File: config.mk
export PLATFORM = sky130hd
export DESIGN_NAME = mxrv_ifu
export DESIGN_NICKNAME = d
export VERILOG_FILES = /design/src/rtl/mxrv_ifu.sv
export SDC_FILE = /design/constraint.sdc
export NUM_CORES = 1
export LEC_CHECK = 0
export CORE_ASPECT_RATIO = 0.6
export CORE_MARGIN = 2
export CORE_UTILIZATION = 40
export DETAILED_ROUTE_END_ITERATION = 7
export PLACE_DENSITY = 0.68
export SLEW_MARGIN = 20
export SYNTH_ARGS = -nofsm -noshare
export SYNTH_HDL_FRONTEND = slang
export SYNTH_SLANG_ARGS = --single-unit
File: constraint.sdc
create_clock -name clk -period 5 [get_ports clk]
set_clock_uncertainty 0.15 [all_clocks]
set_input_delay 0.5 -clock clk [delete_from_list [all_inputs] [get_ports clk]]
set_output_delay 0.5 -clock clk [all_outputs]
set_load 0.05 [all_outputs]
File: src/rtl/mxrv_ifu.sv
// mxrv_ifu: pipelined instruction fetch unit with in-order outstanding bus requests and a PC/instruction FIFO.
// Optional misaligned-fetch check is enabled by defining MXRV_IFU_MISALIGN_CHK_EN.
module mxrv_ifu #(
    parameter int unsigned     XLEN            = 32,
    parameter int unsigned     FIFO_DEPTH      = 4,
    parameter int unsigned     MAX_OUTSTANDING = 2,
    parameter logic [XLEN-1:0] RESET_PC        = '0
) (
    input  logic            clk,
    input  logic            rst,
    input  logic            hold_i,
    input  logic            jump_i,
    input  logic [XLEN-1:0] jump_addr_i,
    output logic            mem_req_valid_o,
    input  logic            mem_req_ready_i,
    output logic [XLEN-1:0] mem_req_addr_o,
    input  logic            mem_rsp_valid_i,
    input  logic [XLEN-1:0] mem_rsp_data_i,
    output logic            id_valid_o,
    input  logic            id_ready_i,
    output logic [XLEN-1:0] id_pc_o,
    output logic [XLEN-1:0] id_inst_o,
    output logic            fault_o
);

    localparam int unsigned CW  = $clog2(MAX_OUTSTANDING + 1);
    localparam int unsigned TW  = (MAX_OUTSTANDING > 1) ? $clog2(MAX_OUTSTANDING) : 1;
    localparam int unsigned FW  = (FIFO_DEPTH > 1) ? $clog2(FIFO_DEPTH) : 1;
    localparam int unsigned FCW = $clog2(FIFO_DEPTH + 1);

    logic [XLEN-1:0] pc_q;
    logic [CW-1:0]   live_q;
    logic [CW-1:0]   discard_q;

    logic [XLEN-1:0] tag_mem [MAX_OUTSTANDING];
    logic [TW-1:0]   tag_wr_q;
    logic [TW-1:0]   tag_rd_q;

    logic [XLEN-1:0] fifo_pc   [FIFO_DEPTH];
    logic [XLEN-1:0] fifo_inst [FIFO_DEPTH];
    logic [FW-1:0]   fifo_wr_q;
    logic [FW-1:0]   fifo_rd_q;
    logic [FCW-1:0]  fifo_count_q;

    logic [31:0] bus_used;
    logic [31:0] buf_used;
    logic        pc_misaligned;
    logic        req_fire;
    logic        rsp_drop;
    logic        rsp_take;
    logic        rsp_consumed;
    logic        fifo_push;
    logic        fifo_pop;

`ifdef MXRV_IFU_MISALIGN_CHK_EN
    assign pc_misaligned = (pc_q[1:0] != 2'b00);
`else
    assign pc_misaligned = 1'b0;
`endif

    // Bus credits cover both live and to-be-discarded requests; buffer credits reserve FIFO room for every live request.
    assign bus_used = 32'(live_q) + 32'(discard_q);
    assign buf_used = 32'(fifo_count_q) + 32'(live_q);

    assign mem_req_valid_o = !rst && !jump_i && !hold_i && !pc_misaligned
                             && (bus_used < 32'(MAX_OUTSTANDING))
                             && (buf_used < 32'(FIFO_DEPTH));
    assign mem_req_addr_o  = pc_q;
    assign req_fire        = mem_req_valid_o && mem_req_ready_i;

    assign rsp_drop     = mem_rsp_valid_i && (discard_q != '0);
    assign rsp_take     = mem_rsp_valid_i && (discard_q == '0) && (live_q != '0);
    assign rsp_consumed = rsp_drop || rsp_take;

    assign fifo_push = rsp_take && !jump_i;
    assign fifo_pop  = (fifo_count_q != '0) && id_ready_i && !jump_i;

    always_ff @(posedge clk or posedge rst) begin
        if (rst) begin
            pc_q <= RESET_PC;
        end else if (jump_i) begin
            pc_q <= jump_addr_i;
        end else if (req_fire) begin
            pc_q <= pc_q + XLEN'(4);
        end
    end

    // On a jump every request still on the bus becomes a discard, minus the one answered in the jump cycle itself.
    always_ff @(posedge clk or posedge rst) begin
        if (rst) begin
            live_q    <= '0;
            discard_q <= '0;
        end else if (jump_i) begin
            live_q    <= '0;
            discard_q <= discard_q + live_q - CW'(rsp_consumed);
        end else begin
            live_q    <= live_q + CW'(req_fire) - CW'(rsp_take);
            discard_q <= discard_q - CW'(rsp_drop);
        end
    end

    always_ff @(posedge clk or posedge rst) begin
        if (rst) begin
            tag_wr_q <= '0;
            tag_rd_q <= '0;
        end else if (jump_i) begin
            tag_wr_q <= '0;
            tag_rd_q <= '0;
        end else begin
            if (req_fire) begin
                tag_wr_q <= (tag_wr_q == TW'(MAX_OUTSTANDING - 1)) ? '0 : tag_wr_q + TW'(1);
            end
            if (rsp_take) begin
                tag_rd_q <= (tag_rd_q == TW'(MAX_OUTSTANDING - 1)) ? '0 : tag_rd_q + TW'(1);
            end
        end
    end

    always_ff @(posedge clk) begin
        if (req_fire) begin
            tag_mem[tag_wr_q] <= pc_q;
        end
    end

    always_ff @(posedge clk) begin
        if (fifo_push) begin
            fifo_pc[fifo_wr_q]   <= tag_mem[tag_rd_q];
            fifo_inst[fifo_wr_q] <= mem_rsp_data_i;
        end
    end

    // Push and pop may coincide even when full; the credit check keeps push from ever overrunning.
    always_ff @(posedge clk or posedge rst) begin
        if (rst) begin
            fifo_wr_q    <= '0;
            fifo_rd_q    <= '0;
            fifo_count_q <= '0;
        end else if (jump_i) begin
            fifo_wr_q    <= '0;
            fifo_rd_q    <= '0;
            fifo_count_q <= '0;
        end else begin
            if (fifo_push) begin
                fifo_wr_q <= fifo_wr_q + FW'(1);
            end
            if (fifo_pop) begin
                fifo_rd_q <= fifo_rd_q + FW'(1);
            end
            fifo_count_q <= fifo_count_q + FCW'(fifo_push) - FCW'(fifo_pop);
        end
    end

    assign id_valid_o = (fifo_count_q != '0);
    assign id_pc_o    = id_valid_o ? fifo_pc[fifo_rd_q]   : '0;
    assign id_inst_o  = id_valid_o ? fifo_inst[fifo_rd_q] : '0;

`ifdef MXRV_IFU_MISALIGN_CHK_EN
    logic fault_q;

    // Sticky until an aligned redirect; the misaligned PC itself suppresses issue.
    always_ff @(posedge clk or posedge rst) begin
        if (rst) begin
            fault_q <= 1'b0;
        end else if (jump_i && (jump_addr_i[1:0] == 2'b00)) begin
            fault_q <= 1'b0;
        end else if (pc_misaligned) begin
            fault_q <= 1'b1;
        end
    end

    assign fault_o = fault_q;
`else
    assign fault_o = 1'b0;
`endif

endmodule

==> impl_metrics.xml, run 1 <==
<?xml version="1.0" encoding="UTF-8"?>
<metrics>
  <group name="status">
    <metric name="outcome" unit="">completed</metric>
  </group>
  <group name="sta">
    <metric name="timing.final.hold_violations" unit="">0</metric>
    <metric name="rsz_0062_raised_after_global_routing" unit="">no</metric>
    <metric name="post-route-min-period" unit="ns">3.857</metric>
    <metric name="drv_slew" unit="">0</metric>
    <metric name="maxSlewHeadroom" unit="">0.2832</metric>
    <metric name="finalSetupViolCount" unit="">0</metric>
    <metric name="sum_of_negative_setup_slack" unit="ns">0</metric>
    <metric name="fmaxAchievable" unit="MHz">259.3</metric>
    <metric name="portion_of_the_clock_cycle_consumed_by_the_worst_path_in_the_final_layout" unit="">0.7715</metric>
    <metric name="worst_slew_pin_slew" unit="ns">1.075</metric>
  </group>
  <group name="critical_path">
    <metric name="cp.required" unit="ns">4.35</metric>
    <metric name="path_delay_family" unit="">buffers and inverters</metric>
    <metric name="path_max_fanout" unit="">34</metric>
    <metric name="timing.critical_path.slowest_cell_delay" unit="ns">0.88</metric>
    <metric name="cp_data_arrival_time" unit="ns">3.21</metric>
    <metric name="critPathKind" unit="">reg -&gt; out</metric>
    <metric name="critical_path_end_type" unit="">primary output</metric>
    <metric name="path_cells" unit="">buf_12, mux4_2, and2_1, clkdlybuf4s50_1</metric>
    <metric name="critical-path-slowest-cell" unit="">dfrtp_4</metric>
    <metric name="setup.worst_path.start_class" unit="">flop</metric>
    <metric name="critPathBufInv" unit="">2</metric>
  </group>
  <group name="clocking">
    <metric name="worst_skew_pair.late_latency" unit="ns">0.53</metric>
    <metric name="clock_tree.buffer_depth" unit="">3</metric>
    <metric name="postCtsHoldBufs" unit="">0</metric>
    <metric name="clock-sinks" unit="">365</metric>
    <metric name="tritoncts" unit="">built</metric>
    <metric name="cts_repair_resize_count" unit="">0</metric>
    <metric name="cts_root_buf" unit="">clkbuf_16</metric>
    <metric name="htree_num_levels" unit="">2</metric>
    <metric name="clkTransAtPathRegs" unit="ns">0.06</metric>
    <metric name="cts_made_buffers" unit="">37</metric>
    <metric name="post_cts_buffers" unit="">0</metric>
  </group>
  <group name="pwr">
    <metric name="power.density" unit="nW/um^2">459.8</metric>
    <metric name="p_int" unit="W">0.005873</metric>
    <metric name="sw_frac_of_total" unit="">0.3007</metric>
    <metric name="seq_power_share" unit="">0.420</metric>
    <metric name="worst_ir_drop_vdd" unit="uV">285.2</metric>
    <metric name="p_leak" unit="nW">6.051</metric>
    <metric name="comb_power_share" unit="">0.238</metric>
    <metric name="netSwitchingPower" unit="W">0.002525</metric>
    <metric name="power.total" unit="W">0.008398</metric>
    <metric name="clock_power_share" unit="">0.342</metric>
  </group>
  <group name="detailed_routing">
    <metric name="post_drt_via_cell_ratio" unit="">5.245</metric>
    <metric name="avgRoutedWirePerCell" unit="um">21.81</metric>
    <metric name="first_iter_violations" unit="">676</metric>
    <metric name="drt-pass1-iter-count" unit="">5</metric>
    <metric name="remaining_drc_errors" unit="">0</metric>
    <metric name="final_antenna_net_count" unit="">0</metric>
    <metric name="drt-total-wl" unit="um">32690</metric>
    <metric name="route.vias.total" unit="">7862</metric>
  </group>
  <group name="floorplan">
    <metric name="num_io_pins" unit="">170</metric>
    <metric name="fp-row-count" unit="">54</metric>
    <metric name="design.core.area" unit="sq um">36280</metric>
    <metric name="die_width" unit="um">251.5</metric>
    <metric name="die_y" unit="um">152.5</metric>
    <metric name="floorplan.initialDensity" unit="">0.4051</metric>
    <metric name="fp.dieArea" unit="sq um">38340</metric>
  </group>
  <group name="global_route">
    <metric name="grt.total_usage" unit="">0.1734</metric>
    <metric name="grt_antenna_before_repair" unit="">0</metric>
    <metric name="grt_first_pass_wirelength" unit="um">50270</metric>
    <metric name="largest_net_degree_at_the_start_of_global_routing" unit="">66</metric>
    <metric name="vias_in_the_first_global_route" unit="">8051</metric>
    <metric name="aggregate_global_routing_overflow" unit="">0</metric>
  </group>
  <group name="synth">
    <metric name="ys_async_sr_fraction" unit="">0.1233</metric>
    <metric name="yosys_register_bits" unit="">365</metric>
    <metric name="synthesis.area" unit="sq um">14700</metric>
    <metric name="synth_enable_flop_cells" unit="">320</metric>
    <metric name="syn-instance-count" unit="">808</metric>
    <metric name="synth_area_leaders" unit="">edfxtp_1, mux4_2, dfrtp_1</metric>
    <metric name="synthesis.nets" unit="">895</metric>
    <metric name="synth_sequential_area_ratio" unit="">0.7304</metric>
    <metric name="synth_area_leader_cell" unit="">edfxtp_1</metric>
    <metric name="synth.distinct_cells" unit="">47</metric>
    <metric name="yosys.area.top_type_share" unit="">0.6538</metric>
    <metric name="yosys_most_used_dff" unit="">edfxtp_1</metric>
    <metric name="synth-warning-count" unit="">0</metric>
    <metric name="post_synth.cell_area_avg" unit="sq um">18.19</metric>
  </group>
  <group name="placed_design">
    <metric name="place_hpwl" unit="um">21050</metric>
    <metric name="port-buffer-count" unit="">168</metric>
    <metric name="gp_congestion" unit="">0.8128</metric>
  </group>
  <group name="final_layout">
    <metric name="finish.utilization" unit="">0.5034</metric>
    <metric name="antenna_cells_inserted" unit="">0</metric>
    <metric name="post_route_cells_drive_above_1_share" unit="">0.1896</metric>
    <metric name="finish.net_count" unit="">1083</metric>
    <metric name="syn2layout_area_growth" unit="%">24.26</metric>
  </group>
  <group name="flow_run">
    <metric name="max_cap_viol_count" unit="">0</metric>
  </group>
  <group name="min_path">
    <metric name="hold_path_class" unit="">in -&gt; async</metric>
  </group>
</metrics>
## synth_stat cells (7+ instances only)
cell type	instances
edfxtp_1	320
buf_2	7
dfrtp_1	45
nor2_1	22
a221o_1	7
mux4_2	64
and2_1	72
nand4_1	11
ha_1	14
mux2_2	34
xor2_1	13
o21ai_0	13
clkbuf_1	23
nand2_1	33
nand3_1	22
or4_1	7
inv_1	15
## worst paths after layout
kind / startpoint / to / depth (start not counted) / slack (ns)
min in group clk: jump_addr_i[10] / mem_req_addr_o[10] / 3 / 0.39
max in group asynchronous: rst / fifo_rd_q[0] / 3 / 3.74
min reg2reg: mem_req_addr_o[1] / tag_mem[1][1] / 0 / 0.42
min: rst / discard_q[1] / 2 / 0.15
max reg2reg: live_q[0] / tag_mem[0][19] / 9 / 1.44
max: fifo_rd_q[0] / id_pc_o[8] / 4 / 1.14
## cell type report
cell class | count | area [sq um]
Inverter | 16 | 60.06
Timing Repair Buffer | 188 | 1839
Multi-Input combinational cell | 388 | 3752
Fill cell | 2953 | 18020
Tap cell | 476 | 595.6
Sequential cell | 365 | 10740
Clock inverter | 16 | 227.7
Clock buffer | 50 | 1046
## layout by cell type (no fill, tap or decap), types with 14 or more instances in the layout
master and instances:
and2_1 68, buf_4 19, clkbuf_16 38, clkdlybuf4s50_1 167, dfrtp_1 43, edfxtp_1 320
ha_1 14, inv_1 14, mux2_2 34, mux4_2 64, nand2_1 33, nand3_1 22
nor2_1 21
## logic make-up (layout without fill, tap and decap cells)
| family | Yosys count | in the layout | synth area share |
|---|---|---|---|
| AOI/OAI and AO/OA | 53 | 53 | 0.02554 |
| muxes | 103 | 103 | 0.1275 |
| xor gates and xnor gates | 19 | 19 | 0.01132 |
| DFF | 365 | 365 | 0.7304 |
| adders and majority gates | 16 | 16 | 0.01464 |
| other | 1 | 1 | 0.0002551 |
| buffers and inverters | 55 | 270 | 0.01566 |
| and+or+nand+nor | 196 | 196 | 0.07466 |
## power by group through the flow
stage                     registers (W)  logic (W)  clock network [W]
final                           0.00353    0.00200            0.00287
after global routing            0.00355    0.00212            0.00307
after CTS                       0.00353    0.00204            0.00294
after detailed placement        0.00360    0.00203                  0
after global placement          0.00359    0.00203                  0
after floorplan                 0.00359    0.00131                  0
## state kept, by name, summed over array words and instances (netlist names)
| name | count |
|---|---|
| tag_rd_q | 1 |
| tag_wr_q | 1 |
| mem_req_addr_o | 32 |
| fifo_pc | 128 |
| live_q | 2 |
| fifo_rd_q | 2 |
| discard_q | 2 |
| fifo_inst | 128 |
| fifo_count_q | 3 |
| tag_mem | 64 |
| fifo_wr_q | 2 |
## stage by stage
step                      setup WS, ns  area [sq um]  hold WS (ns)  instances
after floorplan                  1.345         14700        0.3743        808
after global placement           1.454         16990        0.3863       1433
after detailed placement         1.464         16990        0.3909       1433
after CTS                        1.026         18260        0.1382       1499
after global routing            0.9274         18260        0.1724       1499
final                            1.143         18260        0.1538       1499
## routing by layer
layer	wire (um)	share of wire	vias to the layer above	global-route usage
met3	1682	0.051	43	0.03314
met5	0	0	-	0
met4	482	0.015	0	0.03798
met2	15340	0.47	198	0.2695
li1	-	-	3547	-
met1	15190	0.46	4074	0.2555
Note: power is estimated with default switching activity, not from simulation.
==> run 2: changes to the inputs <==
- clock period: 5 -> 3.8 ns (I/O delays scaled with it)
==> run 2 against run 1 <==
Compared with the run above:
- routed wire length shrank 2.7%
- final cell count is 0.20% higher
- setup slack worse by 0.93 ns
- first-iteration DRC count shrank 15%
- global-route usage shrank 0.38 points
- die area unchanged
- flip-flop and latch count unchanged
- clock power grew 18%
- count of clock-buffer cells in the layout shrank 8
- combinational power increased by 35%
- via count is essentially flat
==> impl_metrics.xml, run 2 (synthesis results as in run 1) <==
<?xml version="1.0" encoding="UTF-8"?>
<metrics>
  <group name="sta">
    <metric name="worst_slew_pin_slew" unit="ns">0.7124</metric>
    <metric name="portion_of_the_clock_cycle_consumed_by_the_worst_path_in_the_final_layout" unit="">0.9433</metric>
    <metric name="fmaxAchievable" unit="MHz">279.0</metric>
    <metric name="drv_slew" unit="">0</metric>
    <metric name="final_critical_path_setup_slack" unit="ns">0.2156</metric>
    <metric name="rsz_0062_raised_after_global_routing" unit="">no</metric>
    <metric name="post-route-min-period" unit="ns">3.584</metric>
    <metric name="maxSlewHeadroom" unit="">0.5244</metric>
    <metric name="timing.final.hold_violations" unit="">0</metric>
    <metric name="finalSetupViolCount" unit="">0</metric>
    <metric name="sum_of_negative_setup_slack" unit="ns">0</metric>
  </group>
  <group name="placed_design">
    <metric name="place_hpwl" unit="um">20660</metric>
    <metric name="place.detailed.instances" unit="">1439</metric>
    <metric name="gp_congestion" unit="">0.7774</metric>
    <metric name="place_ws" unit="ns">0.7222</metric>
    <metric name="port-buffer-count" unit="">168</metric>
  </group>
  <group name="detailed_routing">
    <metric name="first_iter_violations" unit="">575</metric>
    <metric name="post_drt_via_cell_ratio" unit="">5.234</metric>
    <metric name="route.vias.total" unit="">7861</metric>
    <metric name="remaining_drc_errors" unit="">0</metric>
    <metric name="final_antenna_net_count" unit="">0</metric>
    <metric name="drt-pass1-iter-count" unit="">5</metric>
    <metric name="avgRoutedWirePerCell" unit="um">21.18</metric>
    <metric name="drt-total-wl" unit="um">31810</metric>
  </group>
  <group name="final_layout">
    <metric name="mostFrequentLayoutCell" unit="">edfxtp_1</metric>
    <metric name="seqCellArea" unit="sq um">10740</metric>
    <metric name="layout_top_registers" unit="">fifo_inst: 128 flops, fifo_pc: 128 flops, tag_mem: 64 flops</metric>
    <metric name="final-instance-count-excl-fill" unit="">1502</metric>
    <metric name="finish.net_count" unit="">1086</metric>
    <metric name="post_route_cells_drive_above_1_share" unit="">0.1844</metric>
    <metric name="fillers" unit="">2972</metric>
    <metric name="syn2layout_area_growth" unit="%">24.01</metric>
    <metric name="multi_input_area" unit="sq um">3752</metric>
    <metric name="layout.cells.most_common_list" unit="">edfxtp_1, clkdlybuf4s50_1, and2_1, mux4_2, dfrtp_1</metric>
  </group>
  <group name="clocking">
    <metric name="cts_root_buf" unit="">clkbuf_16</metric>
    <metric name="clock_tree.buffer_depth" unit="">3</metric>
    <metric name="cts_made_buffers" unit="">34</metric>
    <metric name="tritoncts" unit="">built</metric>
    <metric name="worst_skew_pair.late_latency" unit="ns">0.52</metric>
    <metric name="cts_repair_resize_count" unit="">0</metric>
    <metric name="clkTransAtPathRegs" unit="ns">0.06</metric>
    <metric name="htree_num_levels" unit="">2</metric>
    <metric name="post_cts_buffers" unit="">0</metric>
    <metric name="clock-sinks" unit="">365</metric>
    <metric name="postCtsHoldBufs" unit="">0</metric>
  </group>
  <group name="pwr">
    <metric name="p_leak" unit="nW">6.017</metric>
    <metric name="worst_ir_drop_vdd" unit="uV">458.8</metric>
    <metric name="power.density" unit="nW/um^2">584.9</metric>
  </group>
  <group name="critical_path">
    <metric name="cp.required" unit="ns">3.27</metric>
    <metric name="critPathKind" unit="">reg -&gt; out</metric>
    <metric name="cp_data_arrival_time" unit="ns">3.05</metric>
    <metric name="critical_path_end_type" unit="">primary output</metric>
    <metric name="setup.worst_path.start_class" unit="">flop</metric>
    <metric name="path_max_fanout" unit="">37</metric>
  </group>
  <group name="floorplan">
    <metric name="die_y" unit="um">152.5</metric>
    <metric name="design.core.area" unit="sq um">36280</metric>
    <metric name="die_width" unit="um">251.5</metric>
    <metric name="fp-row-count" unit="">54</metric>
    <metric name="fp.dieArea" unit="sq um">38340</metric>
    <metric name="num_io_pins" unit="">170</metric>
    <metric name="floorplan.initialDensity" unit="">0.4051</metric>
  </group>
  <group name="min_path">
    <metric name="hold_path_class" unit="">in -&gt; async</metric>
  </group>
  <group name="global_route">
    <metric name="largest_net_degree_at_the_start_of_global_routing" unit="">58</metric>
    <metric name="grt_antenna_before_repair" unit="">1</metric>
    <metric name="grt.total_usage" unit="">0.1695</metric>
    <metric name="aggregate_global_routing_overflow" unit="">0</metric>
    <metric name="vias_in_the_first_global_route" unit="">8332</metric>
    <metric name="grt_first_pass_wirelength" unit="um">49760</metric>
  </group>
  <group name="flow_run">
    <metric name="max_cap_viol_count" unit="">0</metric>
  </group>
  <group name="status">
    <metric name="outcome" unit="">completed</metric>
  </group>
</metrics>
run 2: cell count changes in the layout (fill, tap and decap cells not counted), sizes merged:
cell | previous run | this run
buf | 21 | 27
inv | 17 | 16
clkbuf | 50 | 42
diode | 0 | 1
clkinv | 9 | 16
bufinv | 5 | 3
run 2: worst paths after layout:
path	slack (ns)	cells after the start	endpoint	startpoint
max	0.22	4	id_pc_o[8]	fifo_count_q[2]
min	0.22	2	live_q[1]	rst
max reg2reg	0.69	10	live_q[0]	live_q[0]
min reg2reg	0.36	0	tag_mem[1][1]	mem_req_addr_o[1]
max in group asynchronous	2.56	3	mem_req_addr_o[31]	rst
min in group clk	0.28	3	mem_req_addr_o[12]	jump_addr_i[12]
run 2: cell type report:
class / count / share of cell area
Tap cell: 476 / 0.03268
Multi-Input combinational cell: 388 / 0.2059
Sequential cell: 365 / 0.5894
Timing Repair Buffer: 194 / 0.1075
Clock buffer: 42 / 0.05183
Antenna cell: 1 / 0.0001373
Inverter: 16 / 0.003295
Clock inverter: 20 / 0.009268
run 2: layer usage:
metal	part of all wire	vias up	track usage
li1	-	3576	-
met1	0.45	4023	0.2417
met2	0.47	217	0.2711
met3	0.055	45	0.03399
met4	0.020	0	0.03798
met5	0	-	0
run 2: worst max-delay path: stages (launching register included):
cell             delay (ns)
dfrtp_1                0.42
or3_2                  0.83
buf_4                  0.39
and2_1                 0.19
clkdlybuf4s50_1        0.70
run 2: power breakdown:
part,internal (W),switching [W]
logic,0.00101,0.00169
registers,0.00444,0.000122
clock network,0.00197,0.00142
run 2: through the flow:
| step | hold WS [ns] | utilization | area, sq um | power, W |
|---|---|---|---|---|
| floorplan | 0.3289 | - | 14700 | 0.006442 |
| global placement | 0.3438 | 0.4716 | 17110 | 0.007370 |
| detailed placement | 0.3418 | 0.4716 | 17110 | 0.007384 |
| CTS | 0.2470 | 0.5023 | 18220 | 0.01079 |
| global route | 0.2814 | 0.5023 | 18230 | 0.01109 |
| finish | 0.2210 | 0.5023 | 18230 | 0.01066 |
